**src/rtl/scope_sweep_scheduler_pkg.sv**
```systemverilog
// Shared encodings for the scope sweep scheduler: phases, FSM states and channel ids.
package scope_pkg;

  localparam logic [1:0] PH_CLEAN   = 2'b00;
  localparam logic [1:0] PH_FILL    = 2'b01;
  localparam logic [1:0] PH_DISPLAY = 2'b10;
  localparam logic [1:0] PH_END     = 2'b11;

  localparam logic CH1 = 1'b0;
  localparam logic CH2 = 1'b1;

  typedef enum logic [2:0] {
    IDLE,
    CLEAN,
    FILL,
    DISPLAY,
    HOLDOFF
  } state_t;

  // IDLE and HOLDOFF both report END so the datapath sees one "not sweeping" code.
  function automatic logic [1:0] phase_of(state_t s);
    case (s)
      CLEAN:   return PH_CLEAN;
      FILL:    return PH_FILL;
      DISPLAY: return PH_DISPLAY;
      default: return PH_END;
    endcase
  endfunction

endpackage

```
**src/rtl/scope_sweep_scheduler_if.sv**
```systemverilog
// Trigger/datapath bundle of the sweep scheduler; master = scheduler, slave = trigger blocks + datapath.
interface scope_sweep_if #(
  parameter int HOLDOFF_W = 16,
  parameter int CNT_W     = 16
);
  logic                 trig_ch1;
  logic                 trig_ch2;
  logic                 ch1_en;
  logic                 ch2_en;
  logic [HOLDOFF_W-1:0] holdoff;
  logic                 clean_done;
  logic                 fill_done;
  logic                 display_done;
  logic                 start_clean;
  logic                 start_fill;
  logic                 start_display;
  logic [1:0]           phase;
  logic                 ch_sel;
  logic                 busy;
  logic                 fill_timeout;
  logic [CNT_W-1:0]     sweep_count;
  logic                 auto_fired;

  modport master (
    input  trig_ch1, trig_ch2, ch1_en, ch2_en, holdoff,
    input  clean_done, fill_done, display_done,
    output start_clean, start_fill, start_display, phase, ch_sel,
    output busy, fill_timeout, sweep_count, auto_fired
  );

  modport slave (
    output trig_ch1, trig_ch2, ch1_en, ch2_en, holdoff,
    output clean_done, fill_done, display_done,
    input  start_clean, start_fill, start_display, phase, ch_sel,
    input  busy, fill_timeout, sweep_count, auto_fired
  );

endinterface

```
**src/rtl/scope_sweep_scheduler_rr_arbiter.sv**
```systemverilog
// Combinational 2-way round-robin: on a tie the channel that did not win last time is granted.
module scope_rr_arbiter (
  input  logic [1:0] req,
  input  logic       last,
  output logic       gnt_valid,
  output logic       gnt_ch
);
  import scope_pkg::*;

  always_comb begin
    gnt_valid = |req;
    gnt_ch    = CH1;
    if (req == 2'b11) begin
      gnt_ch = ~last;
    end else if (req[1]) begin
      gnt_ch = CH2;
    end
  end

endmodule

```
**src/rtl/scope_sweep_scheduler.sv**
```systemverilog
// Sweep sequencer CLEAN->FILL->DISPLAY->HOLDOFF, one channel per sweep; start_clean 2 cycles after a trigger edge, all outputs registered.
// No backpressure: datapath done pulses advance the FSM, FILL aborts on timeout; macro AUTO_TRIGGER_EN adds the idle auto-trigger.
module scope_sweep_scheduler #(
  parameter int HOLDOFF_W    = 16,
  parameter int FILL_TIMEOUT = 4096,
`ifdef AUTO_TRIGGER_EN
  parameter int AUTO_TIMEOUT = 1000000,
`endif
  parameter int CNT_W        = 16
) (
  input logic           clk_25,
  input logic           rst,
  scope_sweep_if.master bus
);
  import scope_pkg::*;

  localparam int FT_W = (FILL_TIMEOUT > 1) ? $clog2(FILL_TIMEOUT) : 1;

  state_t               state_q, state_d;
  logic                 trig1_q, trig2_q;
  logic                 edge1, edge2;
  logic                 pend1_q, pend2_q, pend1_d, pend2_d;
  logic                 last_q;
  logic [FT_W-1:0]      fill_tmr_q;
  logic [HOLDOFF_W-1:0] hold_q;
  logic                 fill_expired;
  logic                 gnt_valid, gnt_ch;
  logic                 grant, grant_ch;
  logic                 go_fill, go_disp, timeout, swept, to_hold, to_idle;

  assign edge1        = bus.trig_ch1 & ~trig1_q;
  assign edge2        = bus.trig_ch2 & ~trig2_q;
  assign fill_expired = (fill_tmr_q == FT_W'(FILL_TIMEOUT - 1));

  scope_rr_arbiter u_arb (
    .req       ({pend2_q, pend1_q}),
    .last      (last_q),
    .gnt_valid (gnt_valid),
    .gnt_ch    (gnt_ch)
  );

`ifdef AUTO_TRIGGER_EN
  localparam int AT_W = (AUTO_TIMEOUT > 1) ? $clog2(AUTO_TIMEOUT) : 1;

  logic [AT_W-1:0] idle_q;
  logic            auto_vld, auto_ch, idle_quiet, idle_hit, auto_grant;

  // Enables stand in for requests so the same fairness rule picks the auto channel.
  scope_rr_arbiter u_auto_arb (
    .req       ({bus.ch2_en, bus.ch1_en}),
    .last      (last_q),
    .gnt_valid (auto_vld),
    .gnt_ch    (auto_ch)
  );

  assign idle_quiet = (state_q == IDLE) && !pend1_q && !pend2_q;
  assign idle_hit   = idle_quiet && (idle_q == AT_W'(AUTO_TIMEOUT - 1));
  assign auto_grant = idle_hit && auto_vld;
  assign grant      = (state_q == IDLE) && (gnt_valid || auto_grant);
  assign grant_ch   = gnt_valid ? gnt_ch : auto_ch;

  always_ff @(posedge clk_25 or posedge rst) begin
    if (rst) begin
      idle_q         <= '0;
      bus.auto_fired <= 1'b0;
    end else begin
      bus.auto_fired <= auto_grant;
      if (!idle_quiet) begin
        idle_q <= '0;
      end else if (!idle_hit) begin
        idle_q <= idle_q + 1'b1;
      end
    end
  end
`else
  assign grant          = (state_q == IDLE) && gnt_valid;
  assign grant_ch       = gnt_ch;
  assign bus.auto_fired = 1'b0;
`endif

  // A fresh edge beats the grant clear; a disabled channel drops its request outright.
  always_comb begin
    pend1_d = pend1_q;
    pend2_d = pend2_q;
    if (grant && (grant_ch == CH1)) pend1_d = 1'b0;
    if (grant && (grant_ch == CH2)) pend2_d = 1'b0;
    if (edge1) pend1_d = 1'b1;
    if (edge2) pend2_d = 1'b1;
    if (!bus.ch1_en) pend1_d = 1'b0;
    if (!bus.ch2_en) pend2_d = 1'b0;
  end

  always_comb begin
    state_d = state_q;
    go_fill = 1'b0;
    go_disp = 1'b0;
    timeout = 1'b0;
    swept   = 1'b0;
    to_idle = 1'b0;
    case (state_q)
      IDLE:    if (grant) state_d = CLEAN;
      CLEAN:   if (bus.clean_done) begin
                 state_d = FILL;
                 go_fill = 1'b1;
               end
      FILL:    if (bus.fill_done) begin
                 state_d = DISPLAY;
                 go_disp = 1'b1;
               end else if (fill_expired) begin
                 state_d = HOLDOFF;
                 timeout = 1'b1;
               end
      DISPLAY: if (bus.display_done) begin
                 state_d = HOLDOFF;
                 swept   = 1'b1;
               end
      // Loaded value N gives N holdoff cycles, with 0 still costing one.
      HOLDOFF: if (hold_q <= HOLDOFF_W'(1)) begin
                 state_d = IDLE;
                 to_idle = 1'b1;
               end
      default: state_d = IDLE;
    endcase
    to_hold = timeout | swept;
  end

  always_ff @(posedge clk_25 or posedge rst) begin
    if (rst) begin
      state_q <= IDLE;
    end else begin
      state_q <= state_d;
    end
  end

  always_ff @(posedge clk_25 or posedge rst) begin
    if (rst) begin
      trig1_q           <= 1'b0;
      trig2_q           <= 1'b0;
      pend1_q           <= 1'b0;
      pend2_q           <= 1'b0;
      last_q            <= CH2;
      bus.ch_sel        <= CH1;
      bus.start_clean   <= 1'b0;
      bus.start_fill    <= 1'b0;
      bus.start_display <= 1'b0;
      bus.fill_timeout  <= 1'b0;
      bus.busy          <= 1'b0;
      bus.sweep_count   <= '0;
      fill_tmr_q        <= '0;
      hold_q            <= '0;
    end else begin
      trig1_q           <= bus.trig_ch1;
      trig2_q           <= bus.trig_ch2;
      pend1_q           <= pend1_d;
      pend2_q           <= pend2_d;
      bus.start_clean   <= grant;
      bus.start_fill    <= go_fill;
      bus.start_display <= go_disp;
      bus.fill_timeout  <= timeout;
      if (grant) begin
        last_q     <= grant_ch;
        bus.ch_sel <= grant_ch;
        bus.busy   <= 1'b1;
      end else if (to_idle) begin
        bus.busy <= 1'b0;
      end
      if (swept) begin
        bus.sweep_count <= bus.sweep_count + 1'b1;
      end
      if (go_fill) begin
        fill_tmr_q <= '0;
      end else if (state_q == FILL) begin
        fill_tmr_q <= fill_tmr_q + 1'b1;
      end
      if (to_hold) begin
        hold_q <= bus.holdoff;
      end else if ((state_q == HOLDOFF) && (hold_q != '0)) begin
        hold_q <= hold_q - 1'b1;
      end
    end
  end

  assign bus.phase = phase_of(state_q);

endmodule

```
**src/flat_wrapper.sv**
```systemverilog
// flat-port wrapper written by rule: the top's interface ports become plain ports
module scope_sweep_scheduler_flat import scope_pkg::*;
#(
  parameter int HOLDOFF_W    = 16,
  parameter int FILL_TIMEOUT = 4096,

  parameter int CNT_W        = 16
)
  (clk_25, rst, bus_trig_ch1, bus_trig_ch2, bus_ch1_en, bus_ch2_en, bus_holdoff, bus_clean_done, bus_fill_done, bus_display_done, bus_start_clean, bus_start_fill, bus_start_display, bus_phase, bus_ch_sel, bus_busy, bus_fill_timeout, bus_sweep_count, bus_auto_fired);
  scope_sweep_if #(.HOLDOFF_W(HOLDOFF_W), .CNT_W(CNT_W)) bus_i ();
  input logic clk_25;
  input logic rst;
  input wire logic [$bits(bus_i.trig_ch1)-1:0] bus_trig_ch1;
  input wire logic [$bits(bus_i.trig_ch2)-1:0] bus_trig_ch2;
  input wire logic [$bits(bus_i.ch1_en)-1:0] bus_ch1_en;
  input wire logic [$bits(bus_i.ch2_en)-1:0] bus_ch2_en;
  input wire logic [$bits(bus_i.holdoff)-1:0] bus_holdoff;
  input wire logic [$bits(bus_i.clean_done)-1:0] bus_clean_done;
  input wire logic [$bits(bus_i.fill_done)-1:0] bus_fill_done;
  input wire logic [$bits(bus_i.display_done)-1:0] bus_display_done;
  output wire logic [$bits(bus_i.start_clean)-1:0] bus_start_clean;
  output wire logic [$bits(bus_i.start_fill)-1:0] bus_start_fill;
  output wire logic [$bits(bus_i.start_display)-1:0] bus_start_display;
  output wire logic [$bits(bus_i.phase)-1:0] bus_phase;
  output wire logic [$bits(bus_i.ch_sel)-1:0] bus_ch_sel;
  output wire logic [$bits(bus_i.busy)-1:0] bus_busy;
  output wire logic [$bits(bus_i.fill_timeout)-1:0] bus_fill_timeout;
  output wire logic [$bits(bus_i.sweep_count)-1:0] bus_sweep_count;
  output wire logic [$bits(bus_i.auto_fired)-1:0] bus_auto_fired;
  assign bus_i.trig_ch1 = bus_trig_ch1;
  assign bus_i.trig_ch2 = bus_trig_ch2;
  assign bus_i.ch1_en = bus_ch1_en;
  assign bus_i.ch2_en = bus_ch2_en;
  assign bus_i.holdoff = bus_holdoff;
  assign bus_i.clean_done = bus_clean_done;
  assign bus_i.fill_done = bus_fill_done;
  assign bus_i.display_done = bus_display_done;
  assign bus_start_clean = bus_i.start_clean;
  assign bus_start_fill = bus_i.start_fill;
  assign bus_start_display = bus_i.start_display;
  assign bus_phase = bus_i.phase;
  assign bus_ch_sel = bus_i.ch_sel;
  assign bus_busy = bus_i.busy;
  assign bus_fill_timeout = bus_i.fill_timeout;
  assign bus_sweep_count = bus_i.sweep_count;
  assign bus_auto_fired = bus_i.auto_fired;
  scope_sweep_scheduler #(.HOLDOFF_W(HOLDOFF_W), .FILL_TIMEOUT(FILL_TIMEOUT), .CNT_W(CNT_W)) u_core (.clk_25(clk_25), .rst(rst), .bus(bus_i));
endmodule
```
**config.mk**
```make
export PLATFORM = sky130hd
export DESIGN_NAME = scope_sweep_scheduler_flat
export DESIGN_NICKNAME = d
export VERILOG_FILES = /design/src/rtl/scope_sweep_scheduler_pkg.sv /design/src/rtl/scope_sweep_scheduler_if.sv /design/src/rtl/scope_sweep_scheduler_rr_arbiter.sv /design/src/rtl/scope_sweep_scheduler.sv /design/src/flat_wrapper.sv
export SDC_FILE = /design/constraint.sdc
export NUM_CORES = 1
export LEC_CHECK = 0
export BUFFER_PORTS_ARGS = -buffer_cell sky130_fd_sc_hd__clkbuf_2
export CORE_MARGIN = 3
export CORE_UTILIZATION = 43
export CTS_BUF_LIST = sky130_fd_sc_hd__clkbuf_4
export DETAILED_ROUTE_END_ITERATION = 7
export GPL_ROUTABILITY_DRIVEN = 0
export PLACE_DENSITY_LB_ADDON = 0.25
export SETUP_SLACK_MARGIN = 0.2
export SYNTH_ARGS = -nofsm -noshare
export SYNTH_HDL_FRONTEND = slang
export SYNTH_SLANG_ARGS = --single-unit
```
**constraint.sdc**
```tcl
create_clock -name clk_25 -period 2.7 [get_ports clk_25]
set_input_delay 0 -clock clk_25 [delete_from_list [all_inputs] [get_ports clk_25]]
set_output_delay 0 -clock clk_25 [all_outputs]
set_load 0.02 [all_outputs]
```
; ---- Word-level counts from Yosys, hierarchy flattened
; Index checks and enable logic that the tools add are counted.
; Widths: inputs -> output; s select.
[totals]
regBits = 58
output_inout_bits = 25
elab_cells = 83
in_bits = 25
[classes]
n_lt_le_gt_ge = 1
n_eq_ne = 13
n_reduce_logical = 11
mux = 33
n_bitwise = 7
addsub = 3
[op_table]
columns = cell, n
row1 = $mux 16, 2
row2 = $mux 12, 2
row3 = $mux 1, 21
row4 = $mux 3, 6
row5 = $add 16x1->16 const B, 1
row6 = $le 16x1->1 const B, 1
row7 = $reduce_bool 16->1, 1
row8 = $sub 16x1->16 const B, 1
row9 = $pmux 3 s5, 1
row10 = $add 12x1->12 const B, 1
row11 = $eq 12x12->1 const B, 1
row12 = $eq 3x2->1 const B, 2
row13 = $ne 3x1->1 const B, 2
row14 = $pmux 2 s3, 1
row15 = $reduce_bool 2->1, 3
row16 = $reduce_and 5->1, 1
row17 = $logic_and 1x1->1, 4
row18 = $ne 2x1->1 const B, 2
row19 = $ne 2x2->1 const B, 2
row20 = $not 1->1, 4
row21 = $eq 3x1->1 const B, 1
row22 = $eq 3x3->1 const B, 1
row23 = $logic_not 3->1, 1
row24 = $ne 3x2->1 const B, 1
row25 = 4 further kinds, 5

; ---- Logic depth before layout (Yosys ltp)
[logic_depth]
word_depth = 7
ltp_mapped = 9
depth_no_buf = 7

; ---- Hierarchy
; Synthesis repeated with hierarchy kept, for this count alone.
[hier_totals]
hier_cells = 295
hier_area_um2 = 2927.8
[by_module_without_submodules]
columns = mod, seq_area_each_um2, instances, area_each_um2, cells_each
row1 = scope_sweep_scheduler, 1452.6, 1, 2914.0, 293
row2 = scope_rr_arbiter, 0.0, 1, 13.8, 2

; ---- Worst setup path before layout
; OpenSTA, ideal clock, no wires.
[synth_path]
path_type = flip-flop to flip-flop
startpoint = register u_core.hold_q[12]
endpoint = register u_core.hold_q[13]
path_stages_with_launch = 7
arrival_time_ns = 1.931
path_slack_ns = 0.643
period_less_slack_ns = 2.057
required_time_ns = 2.574
setup_ns = 0.126
path_buffers = 1
path_cell_list = dfrtp_1 > or3_4 > or4_4 > o31ai_4 > buf_6 > nor4_1 > a221o_1
[synth_between]
elab_chain_len = 3
word_cells_on_any_way = 6
cone_classes = add/sub: 1 / mux: 2 / reduce/logical: 3
[synth_lines]
columns = element, line
row1 = start: declaration, scope_sweep_scheduler.sv:25  ; logic [HOLDOFF_W-1:0] hold_q;
row2 = start signal: assignment, scope_sweep_scheduler.sv:176  ; hold_q <= bus.holdoff;
row3 = start signal: assignment, scope_sweep_scheduler.sv:178  ; hold_q <= hold_q - 1'b1;
row4 = $sub 16x1->16 or $reduce_bool 16->1 (tied branches), "scope_sweep_scheduler.sv:178, scope_sweep_scheduler.sv:177"
row5 = $mux 16 or $logic_and 1x1->1 (tied branches), scope_sweep_scheduler.sv:177  ; end else if ((state_q == HOLDOFF) && (hold_q != '0)) begin
row6 = $mux 16 or $reduce_bool 2->1 (tied branches), --
; Several ways; a longest one is shown, not always the timed one. The select of a mux whose other input is x is not followed.
; A chain may end at the register's enable or synchronous reset.

; ---- Final worst setup path
[layout_path]
startpoint = register u_core.state_q[0]
endpoint = register u_core.hold_q[13]
[layout_between]
elab_chain_len = 4
word_cells_on_any_way = 9
cone_classes = eq/ne: 3 / mux: 3 / bitwise: 1 / reduce/logical: 2
[layout_lines]
columns = element, line
row1 = start: declaration, scope_sweep_scheduler.sv:19  ; state_t state_q, state_d;
row2 = start signal: assignment, scope_sweep_scheduler.sv:131  ; state_q <= state_d;
row3 = $eq 3x2->1 (*), scope_sweep_scheduler.sv:100  ; case (state_q)
row4 = $mux 1 (*), scope_sweep_scheduler.sv:100
row5 = via u_core.timeout, scope_sweep_scheduler.sv:29  ; logic go_fill, go_disp, timeout, swept, to_hold, to_idle;
row6 = $or 1x1->1 (*), scope_sweep_scheduler.sv:124  ; to_hold = timeout | swept;
row7 = $mux 16 or $reduce_bool 2->1 (tied branches), --
; The timed path passes the listed nets; every way through them passes the cells marked *.

==> results.py <==
metrics = {
    "layout": {
        "fin_cells": 474,
        "design_area_um2": 3750,
        "synthToLayoutAreaGrowth_pct": 24.5,
        "antenna_cells": 0,
        "nets": 406,
        "layout-drive-gt1-share_pct": 22.0,
    },
    "run": {
        "cap_violations": 0,
    },
    "timing": {
        "slew-limit-headroom_pct": 42.9,
        "setup_viol": 0,
        "final-max-slew-violation-count": 0,
        "min_period_over_period_pct": 85.1,
        "tightest_slew_ps": 853,
        "finClkSkew_ps": 14.1,
        "totalNegativeSetupSlack_ps": 0,
        "hold_violations": 0,
        "fmax_ghz": 0.435,
        "fin_hold_ws_ps": 151,
        "grt_setup_unrepaired": "no",
        "min_period_ps": 2300,
    },
    "yosys": {
        "netlist.area_leader.share_pct": 47.3,
        "synth_most_common_cell": "dfrtp_1",
        "synth_edf_count": 0,
        "synthCells": 298,
        "synth_seq_cells": 58,
        "synth_common_cells": "dfrtp_1 (57), nand2_1 (30), nor2_1 (24)",
        "synth_fp_nets": 328,
        "ys.warnings.count": 0,
        "async_flop_share_pct": 100,
        "syn_area_um2": 3010,
        "ys_seq_area_share_pct": 48.2,
        "avgSynthCellArea_um2": 10.1,
        "synth_cell_types": 61,
        "yosysTopAreaCell": "dfrtp_1",
        "synth.area.top_cells": "dfrtp_1 (47%), xnor2_1 (4.9%), xor2_1 (3.8%)",
        "synth_top_flop_cell": "dfrtp_1",
    },
    "power": {
        "power.internal_w": 0.00193,
        "power.density_nw_per_um2": 832,
        "leakage_nw": 1.66,
        "seq_power_share_pct": 44.6,
        "p_sw_w": 0.00119,
        "peakVddDrop_mv": 0.381,
        "pwr-share-comb_pct": 32.6,
        "power_frac_clock_pct": 22.9,
        "sw_frac_of_total_pct": 38.3,
        "finalPower_w": 0.00312,
    },
    "detailed_routing": {
        "drt_iter0_drc": 88,
        "via_per_inst": 5.05,
        "route.detailed.drc": 0,
        "dr.pass1.iters": 4,
        "wirelength_um": 6460,
        "ant_nets": 0,
        "vias": 2394,
        "wl_per_cell_um": 13.6,
    },
    "setup_path": {
        "crit_path_start": "u_core.state_q[0]",
        "cp_num_buf_inv": 0,
        "r2r-start": "u_core.state_q[0]",
        "crit_required_ps": 2990,
        "endpoint": "u_core.hold_q[13]",
        "rr_endpoint": "u_core.hold_q[13]",
        "rr_worst_depth": 5,
        "path_class": "reg2reg",
        "cp_top_family": "simple AND/OR/NAND/NOR gates",
        "regToRegSetupSlack_ps": 400,
        "cpMaxStageDelayCell": "dfrtp_1",
        "worstPathArrival_ps": 2590,
        "endpoint_kind": "flip-flop",
        "cp_cell_sequence": "or3b_4 -> nor4_4 -> or2_1 -> mux2i_1 -> a221o_1",
        "cpPeakStageDelay_ps": 530,
        "start_kind": "flip-flop",
        "worst-path-stages": 5,
        "path_max_fanout": 12,
    },
    "status": {
        "status": "finished, final reports clean",
    },
    "grt": {
        "track_usage_pct": 17.7,
        "grt_pass1_wl_um": 11700,
        "grt_pass1_vias": 2469,
        "antenna_found_initial": 0,
        "grt-ovfl-total": 0,
        "grt_max_degree": 36,
    },
    "floorplanning": {
        "core_um2": 6570,
        "die-area_um2": 8050,
        "io_pins": 50,
        "die_y_um": 89.7,
        "die_w_um": 89.7,
        "start_util_pct": 45.9,
        "rows": 29,
    },
    "cts": {
        "cts_tree": "built",
        "clk_pin_slew_ps": 110,
        "cts_root_buf": "clkbuf_4",
        "cts_max_level": 3,
        "cts_buffers": 9,
        "clkSinkCount": 58,
        "clock_path_buffers": 2,
        "clk-insertion-delay-late_ps": 410,
    },
    "min_path": {
        "hp-class": "in2async",
    },
    "placement": {
        "io_buffers": 48,
        "dp.final_hpwl_um": 4540,
        "placedInstanceArea_um2": 3340,
        "dp_cells": 433,
    },
}
worst min-delay path by stage:
stage	start	endpoint
2_1_floorplan	bus_trig_ch1	u_core.trig1_q
6_report	rst	u_core.hold_q[8]
3_5_place_dp	rst	u_core.bus.sweep_count[7]
5_1_grt	rst	u_core.hold_q[2]
3_3_place_gp	rst	u_core.bus.sweep_count[8]
4_1_cts	rst	u_core.hold_q[8]
final cells by class:
class / instances / area (um2)
Multi-Input combinational cell: 220 / 1460
Fill cell: 583 / 2820
Inverter: 8 / 30.0
Clock inverter: 7 / 92.6
Tap cell: 93 / 116
Clock buffer: 9 / 67.6
Sequential cell: 58 / 1450
Timing Repair Buffer: 79 / 536
stage by stage:
stage / utilization, % / setup slack, ps
2_1_floorplan: - / 643
3_3_place_gp: 50.8 / 471
3_5_place_dp: 50.8 / 431
4_1_cts: 57.1 / 406
5_1_grt: 57.1 / 261
6_report: 57.1 / 402
placed cells by master, fill, tap and decap left out, types with 3 or more instances in the layout:
master,n
xor2_1,13
nor2b_1,4
nand4_1,7
nand2_1,30
nand4b_1,3
xnor2_1,17
clkbuf_2,48
nand3_1,11
or3_1,8
and3_1,5
clkbuf_4,9
dlygate4sd3_1,25
and2_1,3
nor3_1,9
dfrtp_1,57
ha_1,5
nand2b_1,5
mux2i_1,3
inv_1,7
nor4_1,5
o21ai_0,11
a21oi_1,8
nor2_1,24
buf_4,6
a31oi_1,7
power groups by stage:
stage / clock network, W / logic [W] / registers [W]
floorplan: 0 / 0.000792 / 0.00133
global placement: 0 / 0.000959 / 0.00140
detailed placement: 0 / 0.000988 / 0.00140
CTS: 0.000739 / 0.00103 / 0.00139
global route: 0.000780 / 0.00115 / 0.00144
finish: 0.000714 / 0.00102 / 0.00139
metal layers:
layer  track usage (%)  share of wire, %  vias up
met5                 0                 0        -
met3              6.51               4.8        8
li1                  -                 -     1219
met2              28.2                48       56
met1              22.6                46     1111
met4              5.11               1.3        0
sequential cells by signal (all words and copies together) (netlist names), 3 cells and up:
name / flops
u_core.bus.sweep_count: 16
u_core.hold_q: 16
u_core.fill_tmr_q: 12
u_core.state_q: 3
worst reg2reg max path, stage by stage, from the launching register on:
cell,delay [ps]
dfrtp_1,530
or3b_4,450
nor4_4,350
or2_1,380
mux2i_1,140
a221o_1,320
cell families after synthesis:
| family | count (synthesis) | share of synthesized area [%] |
|---|---|---|
| XOR/XNOR | 30 | 8.72 |
| buffers and inverters | 20 | 3.49 |
| other | 1 | 0.124 |
| flip-flops | 58 | 48.2 |
| AO/OA/AOI/OAI | 47 | 10.9 |
| multiplexers | 4 | 1.37 |
| adder cells (fa/ha/maj) | 5 | 2.08 |
| AND/OR/NAND/NOR | 133 | 25.1 |
repair_timing:
item / in CTS / in global routing
resized for setup: 0 / 0
hold buffers: 25 / 0
hold endpoints to repair: 47 / 0
setup buffers: 0 / 0
(Power assumes the default switching activity.)
